## config.mk

```make
export PLATFORM = sky130hd
export DESIGN_NAME = cp_fifo_fetch
export DESIGN_NICKNAME = d
export VERILOG_FILES = /design/src/rtl/cp_fifo_fetch.sv
export SDC_FILE = /design/constraint.sdc
export NUM_CORES = 1
export LEC_CHECK = 0
export BUFFER_PORTS_ARGS = -buffer_cell sky130_fd_sc_hd__buf_2
export CORE_MARGIN = 5
export CORE_UTILIZATION = 56
export DETAILED_ROUTE_END_ITERATION = 16
export GPL_TIMING_DRIVEN = 0
export PLACE_DENSITY_LB_ADDON = 0.3
export SLEW_MARGIN = 5
export SYNTH_ARGS = -nofsm -noshare
export SYNTH_HDL_FRONTEND = slang
export SYNTH_SLANG_ARGS = --single-unit
```

## constraint.sdc

```tcl
create_clock -name clk -period 6.6 [get_ports clk]
set_input_delay 0.33 -clock clk [delete_from_list [all_inputs] [get_ports clk]]
set_output_delay 0.33 -clock clk [all_outputs]
set_load 0.02 [all_outputs]
```

## src/rtl/cp_fifo_fetch.sv

```systemverilog
// Command-FIFO fetch engine: pulls 32-byte lines from a ring buffer over AXI and streams 128-bit beats to the decoder.
// Optional watermark interrupts are built only when CP_FIFO_WATERMARK_EN is defined.
module cp_fifo_fetch #(
  parameter int unsigned BUF_DEPTH = 4
) (
  input  logic         clk,
  input  logic         resetn,
  input  logic         fifo_en,
  input  logic [31:0]  fifo_base,
  input  logic [31:0]  fifo_end,
  input  logic [31:0]  fifo_wrptr,
  input  logic         rdptr_load,
  input  logic [31:0]  rdptr_load_val,
  output logic [31:0]  fifo_rdptr,
  output logic [31:0]  fifo_count,
  output logic [31:0]  araddrm_a,
  output logic [1:0]   arburstm_a,
  output logic [3:0]   arlenm_a,
  output logic [2:0]   arsizem_a,
  output logic         arvalidm_a,
  input  logic         arreadym_a,
  input  logic [127:0] rdatam_a,
  input  logic [1:0]   rrespm_a,
  input  logic         rlastm_a,
  input  logic         rvalidm_a,
  output logic         rreadym_a,
  output logic [127:0] out_data,
  output logic         out_valid,
  input  logic         out_ready,
  output logic         err_sticky,
  output logic         irq_hi,
  output logic         irq_lo,
  input  logic [31:0]  fifo_hi_wm,
  input  logic [31:0]  fifo_lo_wm
);

  localparam int unsigned AW = (BUF_DEPTH > 1) ? $clog2(BUF_DEPTH) : 1;
  localparam logic [AW+1:0] DEPTH_W = (AW+2)'(BUF_DEPTH);
  localparam logic [AW:0] FULL_OCC = (AW+1)'(BUF_DEPTH);
  localparam logic [31:0] LINE_BYTES = 32'd32;

  typedef enum logic [1:0] {
    IDLE,
    ADDR,
    DATA
  } state_t;

  state_t state, state_n;

  logic [31:0]   rdptr_q;
  logic [127:0]  mem [BUF_DEPTH];
  logic [AW-1:0] wr_idx, rd_idx;
  logic [AW:0]   occ;
  logic [1:0]    inflight;
  logic          push, pop;
  logic          load_take, start, burst_done, room;
  logic [AW+1:0] free_slots, need_slots;
  logic [31:0]   ring_bytes;
  logic          err_q;

  // Pending bytes between read and write pointer, accounting for ring wrap.
  always_comb begin
    ring_bytes = fifo_end + LINE_BYTES - fifo_base;
    if (fifo_wrptr >= rdptr_q) begin
      fifo_count = fifo_wrptr - rdptr_q;
    end else begin
      fifo_count = ring_bytes - (rdptr_q - fifo_wrptr);
    end
  end

  // A burst may start only if the whole line fits beside beats already promised.
  always_comb begin
    free_slots = DEPTH_W - {1'b0, occ};
    need_slots = (AW+2)'(inflight) + (AW+2)'(2);
    room       = (free_slots >= need_slots);
  end

  always_comb begin
    state_n    = state;
    start      = 1'b0;
    load_take  = 1'b0;
    burst_done = 1'b0;
    case (state)
      IDLE: begin
        if (rdptr_load) begin
          load_take = 1'b1;
        end else if (fifo_en && (fifo_count != '0) && room) begin
          start   = 1'b1;
          state_n = ADDR;
        end
      end
      ADDR: begin
        if (arreadym_a) begin
          state_n = DATA;
        end
      end
      DATA: begin
        if (rvalidm_a && rlastm_a) begin
          burst_done = 1'b1;
          state_n    = IDLE;
        end
      end
      default: state_n = IDLE;
    endcase
  end

  assign araddrm_a  = rdptr_q;
  assign arlenm_a   = 4'd1;
  assign arsizem_a  = 3'b100;
  assign arburstm_a = 2'b01;
  assign arvalidm_a = (state == ADDR);
  assign rreadym_a  = (state == DATA);

  assign push      = rreadym_a && rvalidm_a && (occ != FULL_OCC);
  assign out_valid = (occ != '0);
  assign pop       = out_valid && out_ready;
  assign out_data  = mem[rd_idx];

  assign fifo_rdptr = rdptr_q;
  assign err_sticky = err_q;

  always_ff @(posedge clk or negedge resetn) begin
    if (!resetn) begin
      state    <= IDLE;
      rdptr_q  <= '0;
      inflight <= '0;
      err_q    <= 1'b0;
    end else begin
      state <= state_n;
      if (load_take) begin
        rdptr_q <= rdptr_load_val;
      end else if (burst_done) begin
        rdptr_q <= (rdptr_q == fifo_end) ? fifo_base : rdptr_q + LINE_BYTES;
      end
      if (start) begin
        inflight <= 2'd2;
      end else if (push && (inflight != '0)) begin
        inflight <= inflight - 2'd1;
      end
      if (load_take) begin
        err_q <= 1'b0;
      end else if (push && (rrespm_a != 2'b00)) begin
        err_q <= 1'b1;
      end
    end
  end

  always_ff @(posedge clk or negedge resetn) begin
    if (!resetn) begin
      wr_idx <= '0;
      rd_idx <= '0;
      occ    <= '0;
    end else begin
      if (push) begin
        wr_idx <= wr_idx + 1'b1;
      end
      if (pop) begin
        rd_idx <= rd_idx + 1'b1;
      end
      case ({push, pop})
        2'b10:   occ <= occ + 1'b1;
        2'b01:   occ <= occ - 1'b1;
        default: occ <= occ;
      endcase
    end
  end

  // Beat storage carries no reset; occupancy alone defines validity.
  always_ff @(posedge clk) begin
    if (push) begin
      mem[wr_idx] <= rdatam_a;
    end
  end

`ifdef CP_FIFO_WATERMARK_EN
  always_ff @(posedge clk or negedge resetn) begin
    if (!resetn) begin
      irq_hi <= 1'b0;
      irq_lo <= 1'b0;
    end else begin
      irq_hi <= (fifo_count > fifo_hi_wm);
      irq_lo <= (fifo_count < fifo_lo_wm);
    end
  end
`else
  logic wm_unused;
  assign wm_unused = ^{fifo_hi_wm, fifo_lo_wm};
  assign irq_hi    = 1'b0;
  assign irq_lo    = 1'b0;
`endif

endmodule

```

==> summary.md <==
| Metric | Value |
|---|---|
| Status | `finished, final reports clean` |
| Seq pwr share | `0.220` |
| Worst EP arrival | `5.92 ns` |
| Fin Hold WS | `0.0364 ns` |
| Met3 WL | `8970 microns` |
| Initial DRC Count | `2075` |
| CP Capture Type | `primary output` |
| First-pass GRT wire length | `142000 microns` |
| H-tree lvl count | `2` |
| Vias in the first global route | `21000` |
| Die Width | `234 microns` |
| Initial antenna violation count | `8` |
| Actual slew at the worst max-slew pin | `1.30 ns` |
| Cell taking the most area after synthesis | `edfxtp_1` |
| # fillers | `3276` |
| Netlist Area Pre-Place | `28000 sq um` |
| Synthesized instance count | `1971` |
| Switching Share | `0.492` |
| Die area | `54600 sq um` |
| Max layer used | `met5` |
| Pleak | `0.0136 uW` |
| Die height | `234 microns` |
| Hold crit path type | `in -> reg` |
| Final setup fails | `0` |
| Final Hold Viols | `0` |
| Clk pin slew, worst setup/hold paths | `0.06 ns` |
| Critical path launch point type | `register` |
| Critical path peak fanout | `7` |
| Via density | `6.05` |
| DR WL/cell | `28.9 microns` |
| Most frequent cells in the layout | `edfxtp_1 (512), buf_2 (493), inv_1 (175)` |
| Clk pwr share | `0.156` |
| CTS root buffer | `clkbuf_16` |
| Largest net degree at the start of global routing | `55` |
| Gr ovfl total | `0` |
| YS warnings | `0` |
| Syn avg cell area | `14.2 sq um` |
| Row count | `82` |
| Drt total wl | `98900 microns` |
| Dominant cells by area after synthesis | `edfxtp_1 (55%), mux4_2 (10%), ha_1 (4.7%)` |
| Antenna Nets Post-Route | `0` |
| Met2 wire length | `49200 microns` |
| WP data required | `6.27 ns` |
| Commonest non-fill, non-tap cell in the layout | `edfxtp_1` |
| P_sw | `10100 uW` |
| GRT Resource Usage Total | `0.357` |
| Synth top area share | `0.548` |
| Core Box Area | `49900 sq um` |
| Final #Nets | `3193` |
| Number of buffers added on ports | `493` |
| Initial Util | `0.562` |
| DRC viols | `0` |
| Post-synth top flop | `edfxtp_1` |
| Setup CP Type | `reg -> out` |
| RSZ-0062 raised after global routing | `false` |
| Peak Freq | `160 MHz` |
| Clk buf depth | `3` |
| Pwr/cell area | `585 nW/um^2` |
| Num ports | `569` |
| Final HPWL from detailed placement | `65700 microns` |
| CTS Sinks | `556` |
| FFs w/ async S/R, synth | `0.0791` |
| EDFF count, synth | `512` |
| Skew final | `0.0314 ns` |
| Max Slew Vio Count | `0` |
| TritonCTS clock tree | `done` |
| Total number of vias | `20700` |
| Pre-antenna DRT Iters | `5` |
| Sequential area share after synthesis | `0.588` |
| Worst rel slew slack | `0.127` |
| Fin crit period | `6.25 ns` |
| Layout cell share with drive strength beyond 1 | `0.283` |
| Wl on met1 | `35700 microns` |
| Internal | `10400 uW` |
| Synth-to-Final Area Change | `24.8%` |
| Worst-Skew Late Latency | `0.62 ns` |
| Unique cell type count in the Yosys netlist | `75` |
| Inserted Clock Buffers | `54` |
| Max Cap Viol | `0` |
| Fin crit share | `0.947` |
| Worst VDD drop | `0.468 mV` |
| #FFs+latches synth | `556` |
| Combinational group share of total power | `0.624` |
| Routability cong. | `1.04` |
| Final Power | `20500 uW` |
-- cell type report --
class | count | area (sq um) | share of cell area
buffer | 121 | 636 | 0.0182
timing repair buffer | 659 | 4250 | 0.122
clock inverter | 40 | 412 | 0.0118
multi-input combinational | 1127 | 10300 | 0.295
clock buffer | 58 | 1370 | 0.0391
antenna | 9 | 22.5 | 0.000644
inverter | 175 | 657 | 0.0188
tap | 672 | 841 | 0.0240
sequential | 556 | 16500 | 0.471
-- synthesized netlist by cell type, types with 6 or more instances --
library cell and count:
or3_1 7, o22ai_1 20, dfrtp_1 44, mux4_2 128
buf_1 20, xor2_1 21, a211oi_1 20, xnor2_1 73
nand2_1 130, nand4_1 21, edfxtp_1 512, nor2_1 94
nor3_1 22, ha_1 105, nand3_1 31, a21oi_1 105
and3_1 12, nor2b_1 6, nand2b_1 10, nor4_1 8
buf_4 44, fa_1 64, and2_1 8, o211ai_1 6
a21o_1 20, o21ai_0 97, or4_1 6, inv_1 175
a31oi_1 16, clkbuf_1 55
-- repair_timing --
item	CTS	global route
setup endpoints to repair	1	1
buffers inserted	0	0
hold buffers	158	0
gates resized for setup	1	1
endpoints found under the hold margin	581	0
-- state kept, by name, summed over array words and instances (netlist names) --
| name | flops |
|---|---|
| err_sticky | 1 |
| inflight | 2 |
| mem | 512 |
| occ | 3 |
| wr_idx | 2 |
| rd_idx | 2 |
| araddrm_a | 32 |
| state | 2 |
-- worst max-delay path, stage by stage (launching register included) --
cell	delay, ns
dfrtp_1	0.39
clkbuf_1	0.33
inv_1	0.14
fa_1	0.50
inv_1	0.05
fa_1	0.48
inv_1	0.04
ha_1	0.26
ha_1	0.36
and3_1	0.23
a221oi_2	0.51
nor3_1	0.15
o21ai_0	0.58
nand2_1	0.14
xnor2_1	0.20
o21ai_0	0.65
buf_2	0.30
-- kinds of logic after synthesis --
group | after synthesis | synth area share
DFF | 556 | 0.588
and+or+nand+nor | 370 | 0.0616
AOI/OAI and AO/OA | 349 | 0.0771
buffers and inverters | 297 | 0.0462
adders and majority gates | 169 | 0.0926
muxes | 134 | 0.105
xor gates and xnor gates | 94 | 0.0294
other | 2 | 0.000268
-- metrics by stage --
stage          std cells  setup TNS [ns]  setup WS, ns  utilization  instance area (sq um)
4_1_cts             3409               0         0.153        0.701                  35000
5_1_grt             3412               0        0.0799        0.701                  35000
3_5_place_dp        3153               0         0.149        0.633                  31600
3_3_place_gp        3145         -367.04        -0.734        0.629                  31400
2_1_floorplan       1980               0          1.52            -                  28100
6_report            3417               0         0.347        0.702                  35000
-- power by group through the flow --
stage / Sequential (uW) / Clock [uW] / Combinational [uW]
CTS: 4480 / 3150 / 12500
detailed placement: 4540 / 0 / 12300
global route: 4520 / 3370 / 13700
floorplan: 4570 / 0 / 7950
finish: 4500 / 3190 / 12800
global placement: 4560 / 0 / 12300
-- final timing paths --
kind                         startpoint  slack [ns]  cells after the start        endpoint
setup / recovery           araddrm_a[7]        0.35                     16  fifo_count[22]
hold / removal              rrespm_a[1]        0.04                      3      err_sticky
setup reg to reg           araddrm_a[7]        0.40                     19     inflight[1]
hold reg to reg              err_sticky        0.51                      2      err_sticky
max in group asynchronous        resetn        5.29                      2   araddrm_a[26]
min in group asynchronous        resetn        0.53                      2          occ[2]
-- layer usage --
| metal | up-vias | global-route usage |
|---|---|---|
| met5 | - | 0 |
| met4 | 6 | 0.146 |
| met3 | 222 | 0.0760 |
| met2 | 1243 | 0.604 |
| met1 | 10400 | 0.454 |
| li1 | 8827 | - |
Note: power is estimated with default switching activity, not from simulation.
